**src/rtl/door_pkg.sv**
```systemverilog
// rtl/door_pkg.sv - shared lock-state encoding and default timing constants for the door sensor front end
package door_pkg;

    typedef enum logic [1:0] {
        UNLOCKED = 2'b00,
        PEND     = 2'b01,
        LOCKED   = 2'b10
    } lock_state_e;

    localparam int DEFAULT_DEBOUNCE_CYCLES = 4;
    localparam int DEFAULT_FAULT_CYCLES    = 8;

endpackage

```
**src/rtl/door_sensor_conditioner_if.sv**
```systemverilog
// rtl/door_sensor_conditioner_if.sv - raw sensor inputs and conditioned outputs of the door front end
interface door_sensor_conditioner_if;

    logic pa_raw, pp_raw, mo_raw, r_raw, l_raw, m_raw, lk_raw;
    logic pa, pp, mo, r, l, m;
    logic mo_pulse, lk, lk_pending, limit_fault;

    modport master (
        output pa_raw, pp_raw, mo_raw, r_raw, l_raw, m_raw, lk_raw,
        input  pa, pp, mo, r, l, m, mo_pulse, lk, lk_pending, limit_fault
    );

    modport slave (
        input  pa_raw, pp_raw, mo_raw, r_raw, l_raw, m_raw, lk_raw,
        output pa, pp, mo, r, l, m, mo_pulse, lk, lk_pending, limit_fault
    );

endinterface

```
**src/rtl/sensor_debounce.sv**
```systemverilog
// rtl/sensor_debounce.sv - one channel: 2-flop synchroniser followed by a stable-count debouncer
module sensor_debounce
    import door_pkg::*;
#(
    parameter int DEBOUNCE_CYCLES = DEFAULT_DEBOUNCE_CYCLES
) (
    input  logic clk,
    input  logic reset,
    input  logic raw,
    output logic db
);

    localparam logic [7:0] CNT_LAST = 8'(DEBOUNCE_CYCLES - 1);

    logic       sync1_q, sync1_d;
    logic       sync2_q, sync2_d;
    logic       out_q, out_d;
    logic [7:0] cnt_q, cnt_d;

    always_comb begin
        sync1_d = raw;
        sync2_d = sync1_q;
        out_d   = out_q;
        cnt_d   = 8'd0;
        // Any cycle where the synced input agrees with the output restarts the count.
        if (sync2_q != out_q) begin
            if (cnt_q == CNT_LAST) begin
                out_d = sync2_q;
            end else begin
                cnt_d = cnt_q + 8'd1;
            end
        end
    end

    always_ff @(posedge clk or posedge reset) begin
        if (reset) begin
            sync1_q <= 1'b0;
            sync2_q <= 1'b0;
            out_q   <= 1'b0;
            cnt_q   <= 8'd0;
        end else begin
            sync1_q <= sync1_d;
            sync2_q <= sync2_d;
            out_q   <= out_d;
            cnt_q   <= cnt_d;
        end
    end

    assign db = out_q;

endmodule

```
**src/rtl/door_sensor_conditioner.sv**
```systemverilog
// rtl/door_sensor_conditioner.sv - debounces door sensors, pulses manual-open, qualifies lock, flags bad limits
module door_sensor_conditioner
    import door_pkg::*;
#(
    parameter int DEBOUNCE_CYCLES = DEFAULT_DEBOUNCE_CYCLES,
    parameter int FAULT_CYCLES    = DEFAULT_FAULT_CYCLES
) (
    input  logic                       clk,
    input  logic                       reset,
    door_sensor_conditioner_if.slave   bus
);

    localparam logic [7:0] FAULT_LAST = 8'(FAULT_CYCLES - 1);
    localparam logic [7:0] FAULT_MAX  = 8'(FAULT_CYCLES);

    logic [6:0] raw_vec, db_vec;
    logic       pa_db, pp_db, mo_db, r_db, l_db, m_db, lk_db;

    assign raw_vec = {bus.lk_raw, bus.m_raw, bus.l_raw, bus.r_raw,
                      bus.mo_raw, bus.pp_raw, bus.pa_raw};

    for (genvar i = 0; i < 7; i++) begin : g_ch
        sensor_debounce #(.DEBOUNCE_CYCLES(DEBOUNCE_CYCLES)) u_db (
            .clk   (clk),
            .reset (reset),
            .raw   (raw_vec[i]),
            .db    (db_vec[i])
        );
    end

    assign {lk_db, m_db, l_db, r_db, mo_db, pp_db, pa_db} = db_vec;

    lock_state_e state_q, state_d;
    logic        mo_prev_q, mo_prev_d;
    logic        mo_pulse_q, mo_pulse_d;
    logic [7:0]  fcnt_q, fcnt_d;
    logic        fault_q, fault_d;
    logic        grant, illegal;

    always_comb begin
        grant   = m_db & ~pp_db & ~pa_db;
        state_d = state_q;
        // Switch release is tested first so it beats a simultaneous grant.
        case (state_q)
            UNLOCKED: if (lk_db) state_d = grant ? LOCKED : PEND;
            PEND: begin
                if (!lk_db)     state_d = UNLOCKED;
                else if (grant) state_d = LOCKED;
            end
            LOCKED:   if (!lk_db) state_d = UNLOCKED;
            default:  state_d = UNLOCKED;
        endcase

        mo_prev_d  = mo_db;
        mo_pulse_d = mo_db & ~mo_prev_q;

        illegal = m_db & (r_db | l_db);
        fcnt_d  = 8'd0;
        fault_d = fault_q;
        if (illegal) begin
            if (fcnt_q >= FAULT_LAST) fault_d = 1'b1;
            fcnt_d = (fcnt_q == FAULT_MAX) ? fcnt_q : fcnt_q + 8'd1;
        end
    end

    always_ff @(posedge clk or posedge reset) begin
        if (reset) begin
            state_q    <= UNLOCKED;
            mo_prev_q  <= 1'b0;
            mo_pulse_q <= 1'b0;
            fcnt_q     <= 8'd0;
            fault_q    <= 1'b0;
        end else begin
            state_q    <= state_d;
            mo_prev_q  <= mo_prev_d;
            mo_pulse_q <= mo_pulse_d;
            fcnt_q     <= fcnt_d;
            fault_q    <= fault_d;
        end
    end

    assign bus.pa          = pa_db;
    assign bus.pp          = pp_db;
    assign bus.mo          = mo_db;
    assign bus.r           = r_db;
    assign bus.l           = l_db;
    assign bus.m           = m_db;
    assign bus.mo_pulse    = mo_pulse_q;
    assign bus.lk          = (state_q == LOCKED);
    assign bus.lk_pending  = (state_q == PEND);
    assign bus.limit_fault = fault_q;

endmodule

```
**src/flat_wrapper.sv**
```systemverilog
// flat-port wrapper written by rule: the top's interface ports become plain ports
module door_sensor_conditioner_flat import door_pkg::*;
#(
    parameter int DEBOUNCE_CYCLES = DEFAULT_DEBOUNCE_CYCLES,
    parameter int FAULT_CYCLES    = DEFAULT_FAULT_CYCLES
)
  (clk, reset, bus_pa_raw, bus_pp_raw, bus_mo_raw, bus_r_raw, bus_l_raw, bus_m_raw, bus_lk_raw, bus_pa, bus_pp, bus_mo, bus_r, bus_l, bus_m, bus_mo_pulse, bus_lk, bus_lk_pending, bus_limit_fault);
  door_sensor_conditioner_if bus_i ();
  input  logic clk;
  input  logic reset;
  input wire logic [$bits(bus_i.pa_raw)-1:0] bus_pa_raw;
  input wire logic [$bits(bus_i.pp_raw)-1:0] bus_pp_raw;
  input wire logic [$bits(bus_i.mo_raw)-1:0] bus_mo_raw;
  input wire logic [$bits(bus_i.r_raw)-1:0] bus_r_raw;
  input wire logic [$bits(bus_i.l_raw)-1:0] bus_l_raw;
  input wire logic [$bits(bus_i.m_raw)-1:0] bus_m_raw;
  input wire logic [$bits(bus_i.lk_raw)-1:0] bus_lk_raw;
  output wire logic [$bits(bus_i.pa)-1:0] bus_pa;
  output wire logic [$bits(bus_i.pp)-1:0] bus_pp;
  output wire logic [$bits(bus_i.mo)-1:0] bus_mo;
  output wire logic [$bits(bus_i.r)-1:0] bus_r;
  output wire logic [$bits(bus_i.l)-1:0] bus_l;
  output wire logic [$bits(bus_i.m)-1:0] bus_m;
  output wire logic [$bits(bus_i.mo_pulse)-1:0] bus_mo_pulse;
  output wire logic [$bits(bus_i.lk)-1:0] bus_lk;
  output wire logic [$bits(bus_i.lk_pending)-1:0] bus_lk_pending;
  output wire logic [$bits(bus_i.limit_fault)-1:0] bus_limit_fault;
  assign bus_i.pa_raw = bus_pa_raw;
  assign bus_i.pp_raw = bus_pp_raw;
  assign bus_i.mo_raw = bus_mo_raw;
  assign bus_i.r_raw = bus_r_raw;
  assign bus_i.l_raw = bus_l_raw;
  assign bus_i.m_raw = bus_m_raw;
  assign bus_i.lk_raw = bus_lk_raw;
  assign bus_pa = bus_i.pa;
  assign bus_pp = bus_i.pp;
  assign bus_mo = bus_i.mo;
  assign bus_r = bus_i.r;
  assign bus_l = bus_i.l;
  assign bus_m = bus_i.m;
  assign bus_mo_pulse = bus_i.mo_pulse;
  assign bus_lk = bus_i.lk;
  assign bus_lk_pending = bus_i.lk_pending;
  assign bus_limit_fault = bus_i.limit_fault;
  door_sensor_conditioner #(.DEBOUNCE_CYCLES(DEBOUNCE_CYCLES), .FAULT_CYCLES(FAULT_CYCLES)) u_core (.clk(clk), .reset(reset), .bus(bus_i));
endmodule
```
**config.mk**
```make
export PLATFORM = sky130hd
export DESIGN_NAME = door_sensor_conditioner_flat
export DESIGN_NICKNAME = d
export VERILOG_FILES = /design/src/rtl/door_pkg.sv /design/src/rtl/door_sensor_conditioner_if.sv /design/src/rtl/sensor_debounce.sv /design/src/rtl/door_sensor_conditioner.sv /design/src/flat_wrapper.sv
export SDC_FILE = /design/constraint.sdc
export NUM_CORES = 1
export LEC_CHECK = 0
export CORE_MARGIN = 10
export CORE_UTILIZATION = 55
export CTS_BUF_LIST = sky130_fd_sc_hd__clkbuf_4 sky130_fd_sc_hd__clkbuf_8
export CTS_CLUSTER_SIZE = 25
export DETAILED_ROUTE_END_ITERATION = 10
export MAX_ROUTING_LAYER = met4
export PLACE_DENSITY = 0.79
export SKIP_LAST_GASP = 1
export SYNTH_ARGS = -nofsm -noshare
export SYNTH_HDL_FRONTEND = slang
export SYNTH_SLANG_ARGS = --single-unit
```
**constraint.sdc**
```tcl
create_clock -name clk -period 3.5 [get_ports clk]
set_input_delay 0.525 -clock clk [delete_from_list [all_inputs] [get_ports clk]]
set_output_delay 0.525 -clock clk [all_outputs]
set_load 0.02 [all_outputs]
```
# Word-level counts from Yosys, hierarchy flattened
# Cells that the tools add are included.
# word_totals
register_bits,90
in_bits,9
output_inout_bits,10
elab_cells,103
# classes
add_sub_neg,8
magnitude_cmp,1
eq_ne,21
mux,22
bitwise_logic,8
n_reduce_logical,10
# ops
op,count
8-bit 2-to-1 mux,16
8-bit by 1-bit adder with 8-bit output (second input constant),8
8-bit by 2-bit equality test with 1-bit output (second input constant),7
2-bit AND reduction,8
2-bit 2-to-1 mux,5
8-bit by 4-bit equality test with 1-bit output (second input constant),1
8-bit by 3-bit >= comparator with 1-bit output (second input constant),1
1-bit != test,7
2-bit != test (second input constant),3
2-bit case mux with 3 select lines,1
1-bit AND,4
3-bit by 2-bit != test with 1-bit output (second input constant),1
1-bit inverter,3
3-bit AND reduction,1
2-bit by 1-bit equality test with 1-bit output (second input constant),1
2-bit equality test (second input constant),1
2-bit zero test,1
1-bit bitwise OR,1

# Depth between registers and ports, before layout
# Gate-level depths: netlist of the first run.
# depth
ltp_word,6
ltp_mapped,5
ltp_nobuf,5

# By module
# A second synthesis of the first run with hierarchy kept.
# unflattened
cells_unflattened,377
hier_area_um2,4116.4
# by_module_without_submodules
mod,instances,cells_each,area_per_inst_um2
sensor_debounce,7,45,496.7
door_sensor_conditioner,1,62,639.4

# Worst setup path after synthesis of the first run
# No wires, ideal clock.
# synth_timing
kind,reg-to-reg
start,register u_core.g_ch[4].u_db.cnt_q[0]
end,register u_core.g_ch[4].u_db.out_q
setup_time_ps,125
arrival_ps,1623
t_required_ps,3375
slack_ps,1752
stages_incl_launch_ff,5
n_path_buf,0
synth_period_minus_slack_ps,1748
cell_sequence,dfrtp_1 > ha_1 > or4b_4 > nor4_1 > mux2_2
# synth_between
elab_chain_len,2
# synth_rtl
element,line_no,rtl
"start, declared",sensor_debounce.sv:18,"logic [7:0] cnt_q, cnt_d;"
"start signal, assigned",sensor_debounce.sv:45,cnt_q <= cnt_d;
8-bit by 2-bit equality test with 1-bit output,sensor_debounce.sv:27,if (cnt_q == CNT_LAST) begin
2-bit AND reduction (no line),n/a,
"end signal, assigned",sensor_debounce.sv:44,out_q <= out_d;
"end, declared",sensor_debounce.sv:17,"logic out_q, out_d;"
# Every way passes these cells.
# A chain may end at the register's enable or synchronous reset.

# Final worst setup path of the first run
# layout_timing
start,register u_core.state_q[1]
end,output port bus_lk
# layout_between
elab_chain_len,1
# layout_rtl
element,line_no,rtl
"start, declared",door_sensor_conditioner.sv:33,"lock_state_e state_q, state_d;"
"start signal, assigned",door_sensor_conditioner.sv:74,state_q <= state_d;
2-bit equality test,door_sensor_conditioner.sv:89,assign bus.lk = (state_q == LOCKED);
"end, declared",flat_wrapper.sv:25,output wire logic [$bits(bus_i.lk)-1:0] bus_lk;
# Every way passes these cells.

==> flow_summary.toml, run 1 <==
[status]
status = "finished clean"

[yosys]
synthCells = 356
seq_area_frac_synth_pct = 57.4
yosys_warnings = 0
post_synth_num_cell_types = 33
syn_avg_cell_area_um2 = 11.0
syn_nets = 374
netlist_area_mm2 = 0.00393
ys_async_sr_fraction_pct = 100
synth_edf_count = 0
ys_seq_elements = 90
ys.flop_type = "dfrtp_1"

[timing]
fin_tns_setup_ns = 0
clock.fmax_mhz = 478
hold_violations = 0
post-route-period-util_pct = 59.8
tightest_slew_ns = 0.698
slew_headroom_pct = 53.1
timing.final.crit_period_ns = 2.09
grt_setup_unrepaired = "false"
setup_viol = 0
finalMaxSlewViolations = 0
setup_ws_ns = 1.41
finClkSkew_ns = 0.00797

[floorplan]
die_h_um = 104
die_w_um = 104
row_count = 30
num_io_pins = 19
die_area_mm2 = 0.0109
core-area_mm2 = 0.00687
initial_utilization_pct = 57.2

[routing]
wire_per_inst_um = 13.1
ant_nets = 0
wl_um = 6330
dr_total_vias = 2640
drt-initial-drc-count = 82
drtPass1Iterations = 4
drcViolationCount = 0
viasPerCell = 5.47

[clock_network]
cts.sinks = 90
ctsResizeCount = 0
clkLatencyLatePin_ns = 0.35
clockBufferDepth = 2
htreeDepth = 3
cts_buffers = 9
path_clk_slew_ns = 0.08
cts-root-buf = "clkbuf_8"
cts_hold_buf = 0
cts_tree = "done"
post_cts_buffers = 0

[power_and_ir_drop]
p_int_mw = 1.91
peakVddDrop_mv = 0.286
seqPwrFrac_pct = 49.3
p_per_area_mw_per_mm2 = 635
power_frac_comb_pct = 26.1
p_clk_share_pct = 24.6
power_mw = 2.82
leakagePower_nw = 1.86
switching_share_pct = 32.3
p_sw_mw = 0.910

[layout]
finalNonFillerCells = 483
n_fill_cell = 541
area_growth_pct = 12.8
drive_above_1_share_pct = 8.27
nets = 402
utilization_pct = 64.5
n_antenna_cell = 0

[grt]
grt_max_degree = 51
antenna_found_initial = 0
groute.usage.overall_pct = 12.6
grt_pass1_vias = 2596
gr-total-overflow = 0
grt_pass1_wl_um = 11400

[min_path]
hp-class = "reg -> reg"
min_path_cells = 0

[worst_setup_path]
cp_max_fo = 4
worstPathRequired_ns = 2.97
crit_arrival_ns = 1.57
slowest_stage = "clkdlybuf4s50_1"
crit_path_cell_trace = "nor2b_1, clkdlybuf4s50_1"
endpoint_kind = "output pin"
critPathLaunchType = "flop"
max_stage_delay_ns = 0.64
path_class = "reg -> out"
reg2regPathDepth = 4

[place]
gp_congestion = 0.834
place_ws_ns = 1.65
dp.cells = 469
io_buffers = 18
dp_hpwl_um = 4450

[flow_run]
maxCapViolCount = 0
==> power groups by stage <==
stage,clock network (mW),logic [mW],registers (mW)
after global placement,0,0.721,1.40
after global routing,0.761,0.832,1.42
after CTS,0.710,0.752,1.39
final,0.693,0.734,1.39
after detailed placement,0,0.749,1.41
after floorplan,0,0.493,1.41
==> cell usage in the layout (no fill, tap or decap), types with 2 or more instances in the layout <==
master,synthesis,layout
dfrtp_1,90,90
nor2_1,38,38
o21ai_0,27,27
a21oi_1,27,27
nand3_1,26,26
or3_1,25,25
xor2_1,19,19
clkdlybuf4s50_1,0,18
nand2_1,17,17
inv_1,13,12
xnor2_1,11,11
clkbuf_8,0,11
ha_1,9,9
nand4_1,8,8
mux2_2,6,6
nor3_1,5,5
nor4b_1,4,4
nor2b_1,4,4
or4b_4,3,3
a21o_1,3,3
o41ai_4,3,3
clkinv_2,0,3
o21bai_1,2,2
o21a_1,2,2
nor4_2,2,2
nand2b_1,2,2
==> path summary, 6_finish.rpt <==
check,start,end,slack (ns)
min reg2reg,u_core.g_ch[6].u_db.sync1_q,u_core.g_ch[6].u_db.sync2_q,0.35
max in group asynchronous,reset,u_core.g_ch[2].u_db.cnt_q[4],2.24
min in group asynchronous,reset,u_core.g_ch[5].u_db.sync2_q,0.58
min,u_core.g_ch[6].u_db.sync1_q,u_core.g_ch[6].u_db.sync2_q,0.35
max reg2reg,u_core.g_ch[4].u_db.cnt_q[0],u_core.g_ch[4].u_db.db,1.65
max,u_core.state_q[1],bus_lk,1.41
==> per-layer routing <==
layer / track usage (%) / routed length [um] / vias to the layer above
met3: 4.09 / 209 / 4
met2: 20.7 / 3030 / 28
met1: 14.3 / 3020 / 1297
met4: 3.98 / 65 / 0
li1: - / - / 1311
met5: - / 0 / -
==> critical path: cells and delay by family (launching register included) <==
family,cells,cell delay [ns]
flops,1,0.39
buf+inv,1,0.64
simple gates,1,0.20
==> synth_stat cells (all sizes together), types with 2 or more instances <==
cell,n,share of area (%)
a21o,3,0.57
a21oi,27,3.4
dfrtp,90,57
ha,9,2.9
inv,13,1.2
mux2,6,1.7
nand2,17,1.6
nand2b,2,0.32
nand3,26,3.3
nand4,8,1.3
nor2,38,3.6
nor2b,4,0.64
nor3,5,0.64
nor4,3,0.80
nor4b,4,0.89
o21a,2,0.38
o21ai,28,3.6
o21bai,2,0.38
o41ai,3,2.1
or3,25,4.0
or4,2,0.48
or4b,3,1.1
xnor2,11,2.5
xor2,19,4.2
==> logic make-up after synthesis <==
| family | after synthesis | synth area share, % |
|---|---|---|
| AND/OR/NAND/NOR | 140 | 19.2 |
| flip-flops | 90 | 57.4 |
| AO/OA/AOI/OAI | 66 | 10.6 |
| XOR/XNOR | 30 | 6.69 |
| buffers and inverters | 15 | 1.47 |
| adder cells (fa/ha/maj) | 9 | 2.87 |
| multiplexers | 6 | 1.72 |
==> state kept, by name, indices dropped and copies added, names as in the netlist <==
name and count:
u_core.g_ch.u_db.cnt_q 56, u_core.fcnt_q 8, u_core.g_ch.u_db.db 7, u_core.g_ch.u_db.sync1_q 7, u_core.g_ch.u_db.sync2_q 7, u_core.state_q 2, u_core.bus.limit_fault 1, u_core.bus.mo_pulse 1
u_core.mo_prev_q 1
==> final cells by class <==
cell class	instances	area (um^2)	area share (%)
Multi-Input combinational cell	251	1620	36.5
Sequential cell	90	2250	50.8
Timing Repair Buffer	19	200	4.52
Clock inverter	3	40.0	0.904
Tap cell	96	120	2.71
Clock buffer	11	151	3.42
Inverter	13	50.0	1.13
==> through the flow <==
step	cell area, um^2	hold WS (ns)
2_1_floorplan	3930	0.331
6_report	4430	0.351
4_1_cts	4430	0.352
5_1_grt	4430	0.369
3_5_place_dp	4240	0.335
3_3_place_gp	4240	0.333
Power figures use the tool's default switching activity.
==> inputs of run 2 (changes only) <==
Clock period 3.5 ns to 2.05 ns, I/O delays scaled along.
==> run 2 against run 1 <==
Against the previous run: first-iteration DRC count rose by 57%; clock skew barely moved; final cell count rose by 0.62%; critical path type unchanged; sequential power rose by 71%; largest power group unchanged; sequential share of layout area fell by 0.26 points; flip-flop and latch count did not move.
==> flow_summary.toml, run 2 (synthesized netlist as in run 1, its figures left out) <==
[clock_network]
cts_hold_buf = 0
cts_buffers = 9
htreeDepth = 3
path_clk_slew_ns = 0.09
clockBufferDepth = 2
cts-root-buf = "clkbuf_8"
post_cts_buffers = 0
ctsResizeCount = 0
cts_tree = "done"
clkLatencyLatePin_ns = 0.35
cts.sinks = 90

[timing]
grt_setup_unrepaired = "false"
clock.fmax_mhz = 531
slew_headroom_pct = 65.3
timing.final.crit_period_ns = 1.88
fin_tns_setup_ns = 0
post-route-period-util_pct = 91.8
setup_viol = 0
hold_violations = 0
tightest_slew_ns = 0.518
finalMaxSlewViolations = 0
fin_worst_hold_slack_ns = 0.353
finClkSkew_ns = 0.00837

[routing]
drcViolationCount = 0
wl_um = 6540
drtPass1Iterations = 5
drt-initial-drc-count = 129
viasPerCell = 5.42
dr_total_vias = 2632
ant_nets = 0
wire_per_inst_um = 13.4

[power_and_ir_drop]
peakVddDrop_mv = 0.690
p_per_area_mw_per_mm2 = 1090
power_mw = 4.85
leakagePower_nw = 1.86

[layout]
final_cell_mix = "dfrtp_1 (90), nor2_1 (38), o21ai_0 (27), a21oi_1 (27), nand3_1 (26)"
utilization_pct = 64.8
finalNonFillerCells = 486
top_regs = "u_core.g_ch.u_db.cnt_q: 56 flops, u_core.fcnt_q: 8 flops"
area.sequential_mm2 = 0.00225
area_growth_pct = 13.4
largest_reg_flops = 56
drive_above_1_share_pct = 8.97
largest-register = "u_core.g_ch.u_db.cnt_q"
multi_input_area_mm2 = 0.00162
layout_commonest_cell = "dfrtp_1"
nets = 403
n_antenna_cell = 0
n_fill_cell = 534

[worst_setup_path]
crit_arrival_ns = 1.58
cp_max_fo = 4
slowest_stage = "clkdlybuf4s50_1"
r2r-start = "u_core.g_ch[4].u_db.cnt_q[0]"
reg2regPathDepth = 4
critPathLaunchType = "flop"
crit_family = "buffers and inverters"
crit_path_cell_trace = "nor2b_1, clkdlybuf4s50_1"
rr_endpoint = "u_core.g_ch[4].u_db.db"
path_class = "reg -> out"
worstPathRequired_ns = 1.74
rrSetupSlack_ns = 0.21
max_stage_delay_ns = 0.63
path_buf_inv = 1
endpoint_kind = "output pin"

[place]
dp.cells = 470
io_buffers = 18
gp_congestion = 0.813
dp_hpwl_um = 4480

[min_path]
min_path_cells = 0
hp-class = "reg -> reg"
hold_end = "u_core.g_ch[3].u_db.sync2_q"
min_from = "u_core.g_ch[3].u_db.sync1_q"

[floorplan]
row_count = 30
die_w_um = 104
num_io_pins = 19
die_h_um = 104
initial_utilization_pct = 57.2
core-area_mm2 = 0.00687
die_area_mm2 = 0.0109

[grt]
grt_max_degree = 91
gr-total-overflow = 0
antenna_found_initial = 0
grt_pass1_wl_um = 11700
grt_pass1_vias = 2598
groute.usage.overall_pct = 12.9

[status]
status = "finished clean"

[flow_run]
maxCapViolCount = 0
[run 2: per-stage QoR]
stage	setup slack, ns	instance area (um^2)
after floorplan	0.302	3930
after global placement	0.250	4250
after detailed placement	0.214	4250
after CTS	0.146	4450
after global routing	0.0634	4450
final	0.167	4450
[run 2: power breakdown]
group          internal, mW  leakage (nW)  switching [mW]  total, mW
sequential             2.06          1.19           0.312       2.37
combinational         0.593         0.572           0.687       1.28
clock                 0.595        0.0945           0.604       1.20
total                  3.25          1.86            1.60       4.85
[run 2: worst max-delay path by stage]
stage                                       startpoint                           end  slack (ns)  cells past startpoint
after floorplan           u_core.g_ch[4].u_db.cnt_q[0]        u_core.g_ch[4].u_db.db        0.30                      4
after global placement    u_core.g_ch[4].u_db.cnt_q[0]        u_core.g_ch[4].u_db.db        0.25                      4
after detailed placement  u_core.g_ch[4].u_db.cnt_q[0]        u_core.g_ch[4].u_db.db        0.21                      4
after CTS                            u_core.state_q[1]                        bus_lk        0.15                      2
after global routing      u_core.g_ch[4].u_db.cnt_q[0]  u_core.g_ch[4].u_db.cnt_q[4]        0.06                      4
final                                u_core.state_q[1]                        bus_lk        0.17                      2
[run 2: cell type report]
type | count | share of cell area, %
Sequential cell | 90 | 50.6
Multi-Input combinational cell | 251 | 36.3
Timing Repair Buffer | 20 | 4.66
Clock buffer | 10 | 3.09
Tap cell | 96 | 2.70
Clock inverter | 6 | 1.49
Inverter | 13 | 1.18
[run 2: metal layers]
metal	global-route usage, %	vias to the layer above	part of all wire [%]
met5	-	-	0
met4	5.37	0	1.3
met3	3.41	7	3.4
met1	16.0	1268	48
li1	-	1321	-
met2	19.6	36	47
